**src/rtl/timer_counter.sv**
```systemverilog
// Counting stage of the APB timer: prescaled-tick edge detector, loadable up/down counter, sticky ovf/udf flags.
// Optional interrupt output is built only when TIMER_CNT_IRQ_EN is defined.
module timer_counter #(
    parameter int WIDTH = 8
) (
    input  logic             clk,
    input  logic             rst_n,
    input  logic             tick_in,
    input  logic             en,
    input  logic             up_down,
    input  logic             load,
    input  logic [WIDTH-1:0] load_val,
    input  logic             clr_ovf,
    input  logic             clr_udf,
    output logic [WIDTH-1:0] cnt,
    output logic             ovf,
    output logic             udf
`ifdef TIMER_CNT_IRQ_EN
    ,
    input  logic             ovf_ie,
    input  logic             udf_ie,
    output logic             irq
`endif
);

    localparam logic [WIDTH-1:0] MAX = {WIDTH{1'b1}};

    logic             r_tick_d;
    logic             r_armed;
    logic [WIDTH-1:0] r_cnt;
    logic             r_ovf;
    logic             r_udf;

    logic             w_rise;
    logic             w_ev;
    logic             w_set_ovf;
    logic             w_set_udf;
    logic [WIDTH-1:0] w_cnt_next;
    logic             w_ovf_next;
    logic             w_udf_next;

    // A level already high when reset releases is not an edge: r_armed waits
    // for tick_in to be sampled low before any rise can be reported.
    assign w_rise    = tick_in & ~r_tick_d & r_armed;
    assign w_ev      = w_rise & en & ~load;
    assign w_set_ovf = w_ev & ~up_down & (r_cnt == MAX);
    assign w_set_udf = w_ev &  up_down & (r_cnt == '0);

    always_comb begin
        w_cnt_next = r_cnt;
        if (load) begin
            w_cnt_next = load_val;
        end else if (w_ev) begin
            if (up_down) begin
                w_cnt_next = r_cnt - WIDTH'(1);
            end else begin
                w_cnt_next = r_cnt + WIDTH'(1);
            end
        end
    end

    // Set beats a coincident clear; load leaves the flags alone.
    assign w_ovf_next = w_set_ovf | (r_ovf & ~clr_ovf);
    assign w_udf_next = w_set_udf | (r_udf & ~clr_udf);

    always_ff @(posedge clk or negedge rst_n) begin
        if (!rst_n) begin
            r_tick_d <= 1'b0;
            r_armed  <= 1'b0;
            r_cnt    <= '0;
            r_ovf    <= 1'b0;
            r_udf    <= 1'b0;
        end else begin
            r_tick_d <= tick_in;
            r_armed  <= r_armed | ~tick_in;
            r_cnt    <= w_cnt_next;
            r_ovf    <= w_ovf_next;
            r_udf    <= w_udf_next;
        end
    end

    assign cnt = r_cnt;
    assign ovf = r_ovf;
    assign udf = r_udf;

`ifdef TIMER_CNT_IRQ_EN
    assign irq = (r_ovf & ovf_ie) | (r_udf & udf_ie);
`endif

endmodule

```
**config.mk**
```make
export PLATFORM = sky130hd
export DESIGN_NAME = timer_counter
export DESIGN_NICKNAME = d
export VERILOG_FILES = /design/src/rtl/timer_counter.sv
export SDC_FILE = /design/constraint.sdc
export NUM_CORES = 1
export LEC_CHECK = 0
export BUFFER_PORTS_ARGS = -buffer_cell sky130_fd_sc_hd__buf_2
export CORE_MARGIN = 8
export CORE_UTILIZATION = 23
export DETAILED_ROUTE_END_ITERATION = 7
export GPL_ROUTABILITY_DRIVEN = 1
export GPL_TIMING_DRIVEN = 0
export SYNTH_ARGS = -nofsm -noshare
export SYNTH_HDL_FRONTEND = slang
export SYNTH_SLANG_ARGS = --single-unit
export TNS_END_PERCENT = 20
```
**constraint.sdc**
```tcl
create_clock -name clk -period 3.95 [get_ports clk]
set_input_delay 0.9875 -clock clk [delete_from_list [all_inputs] [get_ports clk]]
set_output_delay 0.9875 -clock clk [all_outputs]
set_load 0.03 [all_outputs]
```
==> flow_metrics.tcl, run 1 <==
set metrics [dict create \
    outcome "finished clean" \
    numCtsBuffers 3 \
    sw_frac_of_total 0.337 \
    core_sq_um 3660 \
    timing.fmax_ghz 0.398 \
    die_area_sq_um 6050 \
    crit_path_frequent_cell "a211oi_1" \
    rows 22 \
    grt_pass1_vias 935 \
    reg2regPathDepth 6 \
    first_iter_violations 18 \
    endpoint_kind "flop" \
    crit_required_ns 4.06 \
    path_max_fanout 10 \
    mostFrequentLayoutCell "buf_2" \
    final_cell_mix "buf_2, dfrtp_1, o21ai_0" \
    internal_power_mw 0.268 \
    worstSetupStartpoint "up_down" \
    startpoint_type "primary input" \
    via_per_inst 4.81 \
    clock_latency_ns 0.24 \
    die_y_microns 77.8 \
    clock_path_buffers 2 \
    worst-slew-pin-transition_ns 0.471 \
    rsz0062_at_grt "no" \
    r2r_slack_ns 1.97 \
    synth_nets 123 \
    gp_congestion 0.766 \
    wirelength_microns 2370 \
    synth_seq_cells 12 \
    grt_pass1_wl_microns 4180 \
    drv_slew 0 \
    whs_ns 0.488 \
    drt_first_pass_iters 4 \
    period_share 0.636 \
    power_leakage_nw 0.496 \
    crit_type "in2reg" \
    yosysSeqAreaShare 0.342 \
    hold_buffers 0 \
    cp_slowest_cell "fa_1" \
    comb_power_share 0.303 \
    synth-main-ff-cell "dfrtp_1" \
    fin_crit_ns 2.51 \
    hold_class "reg2reg" \
    pin_count 26 \
    power_frac_seq 0.365 \
    power_density_nw_per_um2 361 \
    vias 851 \
    drive_gt1_frac 0.248 \
    setup_tns_ns 0 \
    r2r-end "cnt[7]$_DFFE_PN0P_" \
    maxCapViolCount 0 \
    netlist_area_sq_um 878 \
    clock_power_share 0.332 \
    area_growth_pct 27.4 \
    port_buffers 25 \
    synth_warnings 0 \
    finalSetupViolations 0 \
    endpoint "cnt[4]$_DFFE_PN0P_" \
    path_cells "buf_2, inv_1, fa_1, nor2b_1, o31a_1, a211oi_1, a211oi_1, a21oi_1" \
    utilization 0.306 \
    clock_sinks 12 \
    cts_root_buf "clkbuf_8" \
    synth_cells 100 \
    die_w_microns 77.8 \
    grt_usage 0.0821 \
    grt.overflow.total 0 \
    peakVddDrop_mv 0.180 \
    antenna_cells 0 \
    yosysUniqueCellTypes 36 \
    htreeDepth 1 \
    cts_tree "built" \
    cts_setup_buffers 0 \
    drc_errors 0 \
    p_sw_mw 0.136 \
    drt.antenna.violating_nets 0 \
    antenna_found_initial 0 \
    final_nets 153 \
    cp.arrival_ns 2.62 \
    finalClockSkew_ns 0.00332 \
    initial_core_util 0.240 \
    cts_resized 0 \
    synth_edf_count 0 \
    synth-async-reset-ratio 1.00 \
    wl_per_cell_microns 13.4 \
    hold_violations 0 \
    reg2reg_from "cnt[1]$_DFFE_PN0P_" \
    clkTransAtPathRegs_ns 0.05 \
    syn_avg_cell_area_sq_um 8.78 \
    slowest_delay_ns 0.46 \
    place_hpwl_microns 1930 \
    max_slew_margin 0.684 \
    grt_max_degree 13 \
]
==> per-layer routing <==
layer  GRT usage  up-vias  wire length [microns]
li1            -      433                      -
met1      0.0969      395                   1040
met2       0.142       19                   1230
met3      0.0173        4                     75
met4      0.0302        0                     28
met5           0        -                      0
==> critical path, delay by kind of cell <==
kind                       cells  cell delay [ns]
AOI/OAI and AO/OA              4             0.60
adders and majority gates      1             0.46
buffers and inverters          2             0.35
and+or+nand+nor                1             0.22
==> cell type report <==
cell class	instances	area, sq um
buffer	4	16.3
clock buffer	4	55.1
fill	395	2540
inverter	6	22.5
multi-input combinational	78	539
sequential	12	300
tap	48	60.1
timing repair buffer	25	125
==> cell usage after synthesis (3+ instances only) <==
cell type,n,area [sq um]
nor2_1,5,18.8
a21oi_1,7,35.0
o21a_1,3,22.5
nor3_1,3,15.0
nor3b_1,3,22.5
inv_1,6,22.5
nand3_1,3,15.0
nand2_1,8,30.0
clkbuf_1,3,11.3
a211oi_1,4,30.0
nor2b_1,3,18.8
ha_1,6,75.1
o21ai_0,9,45.0
dfrtp_1,12,300
==> per-stage QoR <==
stage | worst slack [ns] | std cells | cell area (sq um) | power, mW
floorplan | 1.57 | 100 | 878 | 0.231
global placement | 1.28 | 173 | 1060 | 0.268
detailed placement | 1.22 | 173 | 1060 | 0.272
CTS | 1.46 | 177 | 1120 | 0.406
global route | 1.22 | 177 | 1120 | 0.428
finish | 1.44 | 177 | 1120 | 0.404
==> how the worst min path moves through the flow <==
stage	startpoint	endpoint	slack, ns	cells past startpoint
after floorplan	r_armed$_DFF_PN0_	r_armed$_DFF_PN0_	0.45	1
after global placement	r_armed$_DFF_PN0_	r_armed$_DFF_PN0_	0.46	1
after detailed placement	r_armed$_DFF_PN0_	r_armed$_DFF_PN0_	0.48	1
after CTS	r_armed$_DFF_PN0_	r_armed$_DFF_PN0_	0.49	1
after global routing	r_armed$_DFF_PN0_	r_armed$_DFF_PN0_	0.53	1
final	r_armed$_DFF_PN0_	r_armed$_DFF_PN0_	0.49	1
==> cell families (layout without fill, tap and decap cells) <==
group | after synthesis | after routing | share of synthesized area
buf+inv | 10 | 39 | 0.0442
xor+xnor | 1 | 1 | 0.00997
fa+ha+maj | 7 | 7 | 0.108
mux | 1 | 1 | 0.0114
flops | 12 | 12 | 0.342
compound gates | 32 | 32 | 0.244
simple gates | 37 | 37 | 0.241
==> power groups by stage <==
stage                     combinational (mW)  clock [mW]  sequential [mW]
after floorplan                       0.0670           0            0.164
after global placement                 0.119           0            0.149
after detailed placement               0.123           0            0.150
after CTS                              0.123       0.136            0.147
after global routing                   0.137       0.141            0.150
final                                  0.122       0.134            0.147
==> flip-flops by register name, indices dropped and copies added, names as in the netlist <==
name,count
cnt,8
udf,1
ovf,1
r_armed,1
r_tick_d,1
Power figures use the tool's default switching activity.
==> run 2: changes to the inputs <==
==> constraint.sdc (replaced) <==
create_clock -name clk -period 2.25 [get_ports clk]
set_input_delay 0.5625 -clock clk [delete_from_list [all_inputs] [get_ports clk]]
set_output_delay 0.5625 -clock clk [all_outputs]
set_load 0.03 [all_outputs]
==> flow_metrics.tcl, run 2 (same netlist as run 1, synthesis figures left out) <==
set metrics [dict create \
    cts_root_buf "clkbuf_8" \
    hold_class "in2async" \
    met1_length_microns 1050 \
    port_buffers 25 \
    power_leakage_nw 0.497 \
    cts_setup_buffers 0 \
    finalClockSkew_ns 0.00322 \
    hold_buffers 0 \
    wl_met3_microns 81 \
    die_y_microns 77.8 \
    internal_power_mw 0.472 \
    grt.overflow.total 0 \
    grt_max_degree 13 \
    mostFrequentLayoutCell "buf_2" \
    first_iter_violations 19 \
    htreeDepth 1 \
    core_sq_um 3660 \
    clock_latency_ns 0.24 \
    antenna_cells 0 \
    rows 22 \
    max_slew_margin 0.661 \
    cp_slowest_cell "a211oi_1" \
    power_density_nw_per_um2 633 \
    setup_tns_ns 0 \
    power_frac_seq 0.363 \
    crit_required_ns 2.40 \
    drc_errors 0 \
    endpoint_kind "flop" \
    crit_type "in2reg" \
    clock_sinks 12 \
    sw_frac_of_total 0.340 \
    via_per_inst 4.82 \
    clock_path_buffers 2 \
    timing.fmax_ghz 0.488 \
    peakVddDrop_mv 0.317 \
    rsz0062_at_grt "no" \
    dr.max_layer_used "met4" \
    clock_power_share 0.331 \
    comb_power_share 0.306 \
    vias 853 \
    dp.cells 173 \
    finalNonFillerCells 177 \
    grt_usage 0.0821 \
    setup_slack_ns 0.200 \
    path_cells "buf_2, ha_1, a211oi_1, nor3_2, mux2i_1, o21a_1, o31ai_1" \
    worst-slew-pin-transition_ns 0.508 \
    cp.arrival_ns 2.20 \
    outcome "finished clean" \
    grt_pass1_wl_microns 4180 \
    antenna_found_initial 0 \
    drt_first_pass_iters 6 \
    place_ws_ns -0.0588 \
    slowest_delay_ns 0.46 \
    finalSetupViolations 0 \
    place_hpwl_microns 1930 \
    grt_pass1_vias 935 \
    gp_congestion 0.766 \
    final_cell_mix "buf_2, dfrtp_1, o21ai_0" \
    cts_tree "built" \
    area_growth_pct 28.5 \
    die_w_microns 77.8 \
    wirelength_microns 2420 \
    dr_wl_met2_microns 1260 \
    r2r-end "cnt[7]$_DFFE_PN0P_" \
    clkTransAtPathRegs_ns 0.06 \
    pin_count 26 \
    final_nets 153 \
    drive_gt1_frac 0.264 \
    fin_crit_ns 2.05 \
    reg2regPathDepth 6 \
    path_max_fanout 10 \
    p_sw_mw 0.243 \
    drv_slew 0 \
    initial_core_util 0.240 \
    drt.antenna.violating_nets 0 \
    die_area_sq_um 6050 \
    wl_per_cell_microns 13.6 \
    hold_violations 0 \
    largest_reg_flops 8 \
    period_share 0.911 \
    numCtsBuffers 3 \
    r2r_slack_ns 0.27 \
    startpoint_type "primary input" \
    maxCapViolCount 0 \
    reg2reg_from "cnt[1]$_DFFE_PN0P_" \
]
-- run 2: worst max path at each step --
stage | start | end | slack (ns) | depth (start not counted)
final | up_down | cnt[7]$_DFFE_PN0P_ | 0.20 | 7
after global routing | up_down | cnt[4]$_DFFE_PN0P_ | 0.06 | 8
after CTS | up_down | cnt[7]$_DFFE_PN0P_ | 0.18 | 7
after detailed placement | up_down | cnt[4]$_DFFE_PN0P_ | -0.06 | 8
after global placement | up_down | cnt[7]$_DFFE_PN0P_ | 0.001 | 7
after floorplan | up_down | cnt[7]$_DFFE_PN0P_ | 0.29 | 6
-- run 2: layout make-up --
cell class | count | area (sq um)
fill | 395 | 2530
sequential | 12 | 300
timing repair buffer | 25 | 125
inverter | 6 | 22.5
clock buffer | 4 | 55.1
buffer | 4 | 16.3
tap | 48 | 60.1
multi-input combinational | 78 | 549
-- run 2: what timing repair did --
action                                  in CTS  in global routing
endpoints found under the hold margin        0                  0
gates resized for setup                      0                  2
endpoints found under the setup margin       0                  1
-- run 2: power groups by stage --
stage / combinational (mW) / sequential (mW) / clock [mW]
4_1_cts: 0.216 / 0.259 / 0.238
5_1_grt: 0.244 / 0.263 / 0.247
3_5_place_dp: 0.215 / 0.263 / 0
2_1_floorplan: 0.118 / 0.287 / 0
6_report: 0.218 / 0.259 / 0.237
3_3_place_gp: 0.208 / 0.262 / 0
-- run 2: critical path: cells and delay by family --
family          cells  cell delay [ns]
compound gates      3             0.86
fa+ha+maj           1             0.34
buf+inv             1             0.17
mux                 1             0.16
simple gates        1             0.11
-- run 2: metal layers --
metal  vias up  global-route usage
met2        20               0.142
met4         0              0.0302
met3         6              0.0173
met5         -                   0
li1        434                   -
met1       393              0.0969
-- run 2: metrics by stage --
step / cell area, sq um / hold slack, ns / total power, mW / utilization
2_1_floorplan: 878 / 0.267 / 0.405 / -
3_3_place_gp: 1060 / 0.451 / 0.470 / 0.290
3_5_place_dp: 1060 / 0.459 / 0.478 / 0.290
4_1_cts: 1120 / 0.199 / 0.713 / 0.306
5_1_grt: 1130 / 0.214 / 0.754 / 0.308
6_report: 1130 / 0.190 / 0.714 / 0.308
==> run 3: changes to the inputs <==
--- a/config.mk
+++ b/config.mk
@@ -11,6 +11,8 @@
 export DETAILED_ROUTE_END_ITERATION = 7
 export GPL_ROUTABILITY_DRIVEN = 1
 export GPL_TIMING_DRIVEN = 0
+export PLACE_DENSITY = 0.47
+export SLEW_MARGIN = 15
 export SYNTH_ARGS = -nofsm -noshare
 export SYNTH_HDL_FRONTEND = slang
 export SYNTH_SLANG_ARGS = --single-unit
==> flow_metrics.tcl, run 3 (same netlist as run 1, synthesis figures left out) <==
set metrics [dict create \
    outcome "finished clean" \
    port_buffers 25 \
    drv_slew 0 \
    initial_core_util 0.240 \
    die_y_microns 77.8 \
    cts_resized 0 \
    cp.arrival_ns 2.15 \
    mostFrequentLayoutCell "buf_2" \
    crit_type "in2reg" \
    final_cell_mix "buf_2, dfrtp_1, o21ai_0" \
    clock_path_buffers 2 \
    maxCapViolCount 0 \
    drt_first_pass_iters 4 \
    wirelength_microns 2390 \
    clkTransAtPathRegs_ns 0.05 \
    finalNonFillerCells 176 \
    pin_count 26 \
    dp.cells 173 \
    grt.overflow.total 0 \
    drc_errors 0 \
    core_sq_um 3660 \
    die_area_sq_um 6050 \
    finalSetupViolations 0 \
    first_iter_violations 13 \
    setup_tns_ns 0 \
    largest_reg_flops 8 \
    timing.fmax_ghz 0.489 \
    power_density_nw_per_um2 599 \
    die_w_microns 77.8 \
    final_nets 153 \
    fillers 410 \
    cts_tree "built" \
    antenna_cells 0 \
    gp_congestion 0.800 \
    place_hpwl_microns 1960 \
    hold_violations 0 \
    hold_buffers 0 \
    startpoint_type "primary input" \
    place_ws_ns -0.0331 \
    whs_ns 0.200 \
    power_leakage_nw 0.488 \
    period_share 0.909 \
    utilization 0.302 \
    area_growth_pct 25.8 \
    grt_usage 0.0819 \
    htreeDepth 1 \
    rows 22 \
    crit_required_ns 2.35 \
    peakVddDrop_mv 0.271 \
    antenna_found_initial 0 \
    fin_crit_ns 2.05 \
    numCtsBuffers 3 \
    wl_per_cell_microns 13.6 \
    path_max_fanout 10 \
    setup_slack_ns 0.204 \
    drt.antenna.violating_nets 0 \
    finalClockSkew_ns 0.00105 \
    hold_class "in2async" \
    worst-slew-pin-transition_ns 0.452 \
    grt_max_degree 13 \
    clock_latency_ns 0.23 \
    via_per_inst 4.83 \
    clock_sinks 12 \
    grt_pass1_wl_microns 4130 \
    drive_gt1_frac 0.242 \
    vias 850 \
    rsz0062_at_grt "no" \
    max_slew_margin 0.698 \
    grt_pass1_vias 893 \
    endpoint_kind "flop" \
    cts_setup_buffers 0 \
    cts_root_buf "clkbuf_8" \
]
[run 3: cell count changes in the layout (fill, tap and decap cells not counted), sizes merged]
| cell | previous run | this run |
|---|---|---|
| clkbuf | 7 | 6 |
[run 3: final timing paths]
| check | depth (start not counted) | start | end | slack [ns] |
|---|---|---|---|---|
| max | 8 | up_down | cnt[4]$_DFFE_PN0P_ | 0.20 |
| min | 1 | rst_n | cnt[0]$_DFFE_PN0P_ | 0.20 |
| min reg2reg | 1 | r_armed$_DFF_PN0_ | r_armed$_DFF_PN0_ | 0.50 |
| min in group clk | 1 | tick_in | r_tick_d$_DFF_PN0_ | 0.47 |
| max reg2reg | 6 | cnt[4]$_DFFE_PN0P_ | cnt[7]$_DFFE_PN0P_ | 0.29 |
| max in group asynchronous | 1 | rst_n | cnt[5]$_DFFE_PN0P_ | 1.83 |
[run 3: area by class of cell]
type                            count  area [sq um]  area share
Multi-Input combinational cell     78           539       0.488
Sequential cell                    12           300       0.272
Timing Repair Buffer               25           125       0.113
Tap cell                           48          60.1      0.0544
Clock buffer                        3          41.3      0.0374
Inverter                            6          22.5      0.0204
Buffer                              4          16.3      0.0147
[run 3: report_power, final]
group / internal [mW] / switching, mW / total [mW]
clock network: 0.117 / 0.0724 / 0.190
logic: 0.0826 / 0.131 / 0.213
registers: 0.233 / 0.0255 / 0.259
total: 0.433 / 0.229 / 0.662
[run 3: through the flow]
| stage | power, mW | area [sq um] |
|---|---|---|
| floorplan | 0.405 | 878 |
| global placement | 0.474 | 1060 |
| detailed placement | 0.477 | 1060 |
| CTS | 0.669 | 1100 |
| global route | 0.702 | 1100 |
| finish | 0.662 | 1100 |
[run 3: per-layer routing]
layer,global-route usage,part of all wire,vias up
met4,0.0283,0,0
li1,-,-,438
met1,0.0956,0.44,399
met5,0,0,-
met2,0.143,0.52,13
met3,0.0184,0.033,0
[run 3: worst max-delay path: stages]
cell	delay, ns
buf_2	0.20
inv_1	0.15
fa_1	0.44
nor2b_1	0.21
o31a_1	0.18
a211oi_1	0.06
a211oi_1	0.27
a21oi_1	0.07
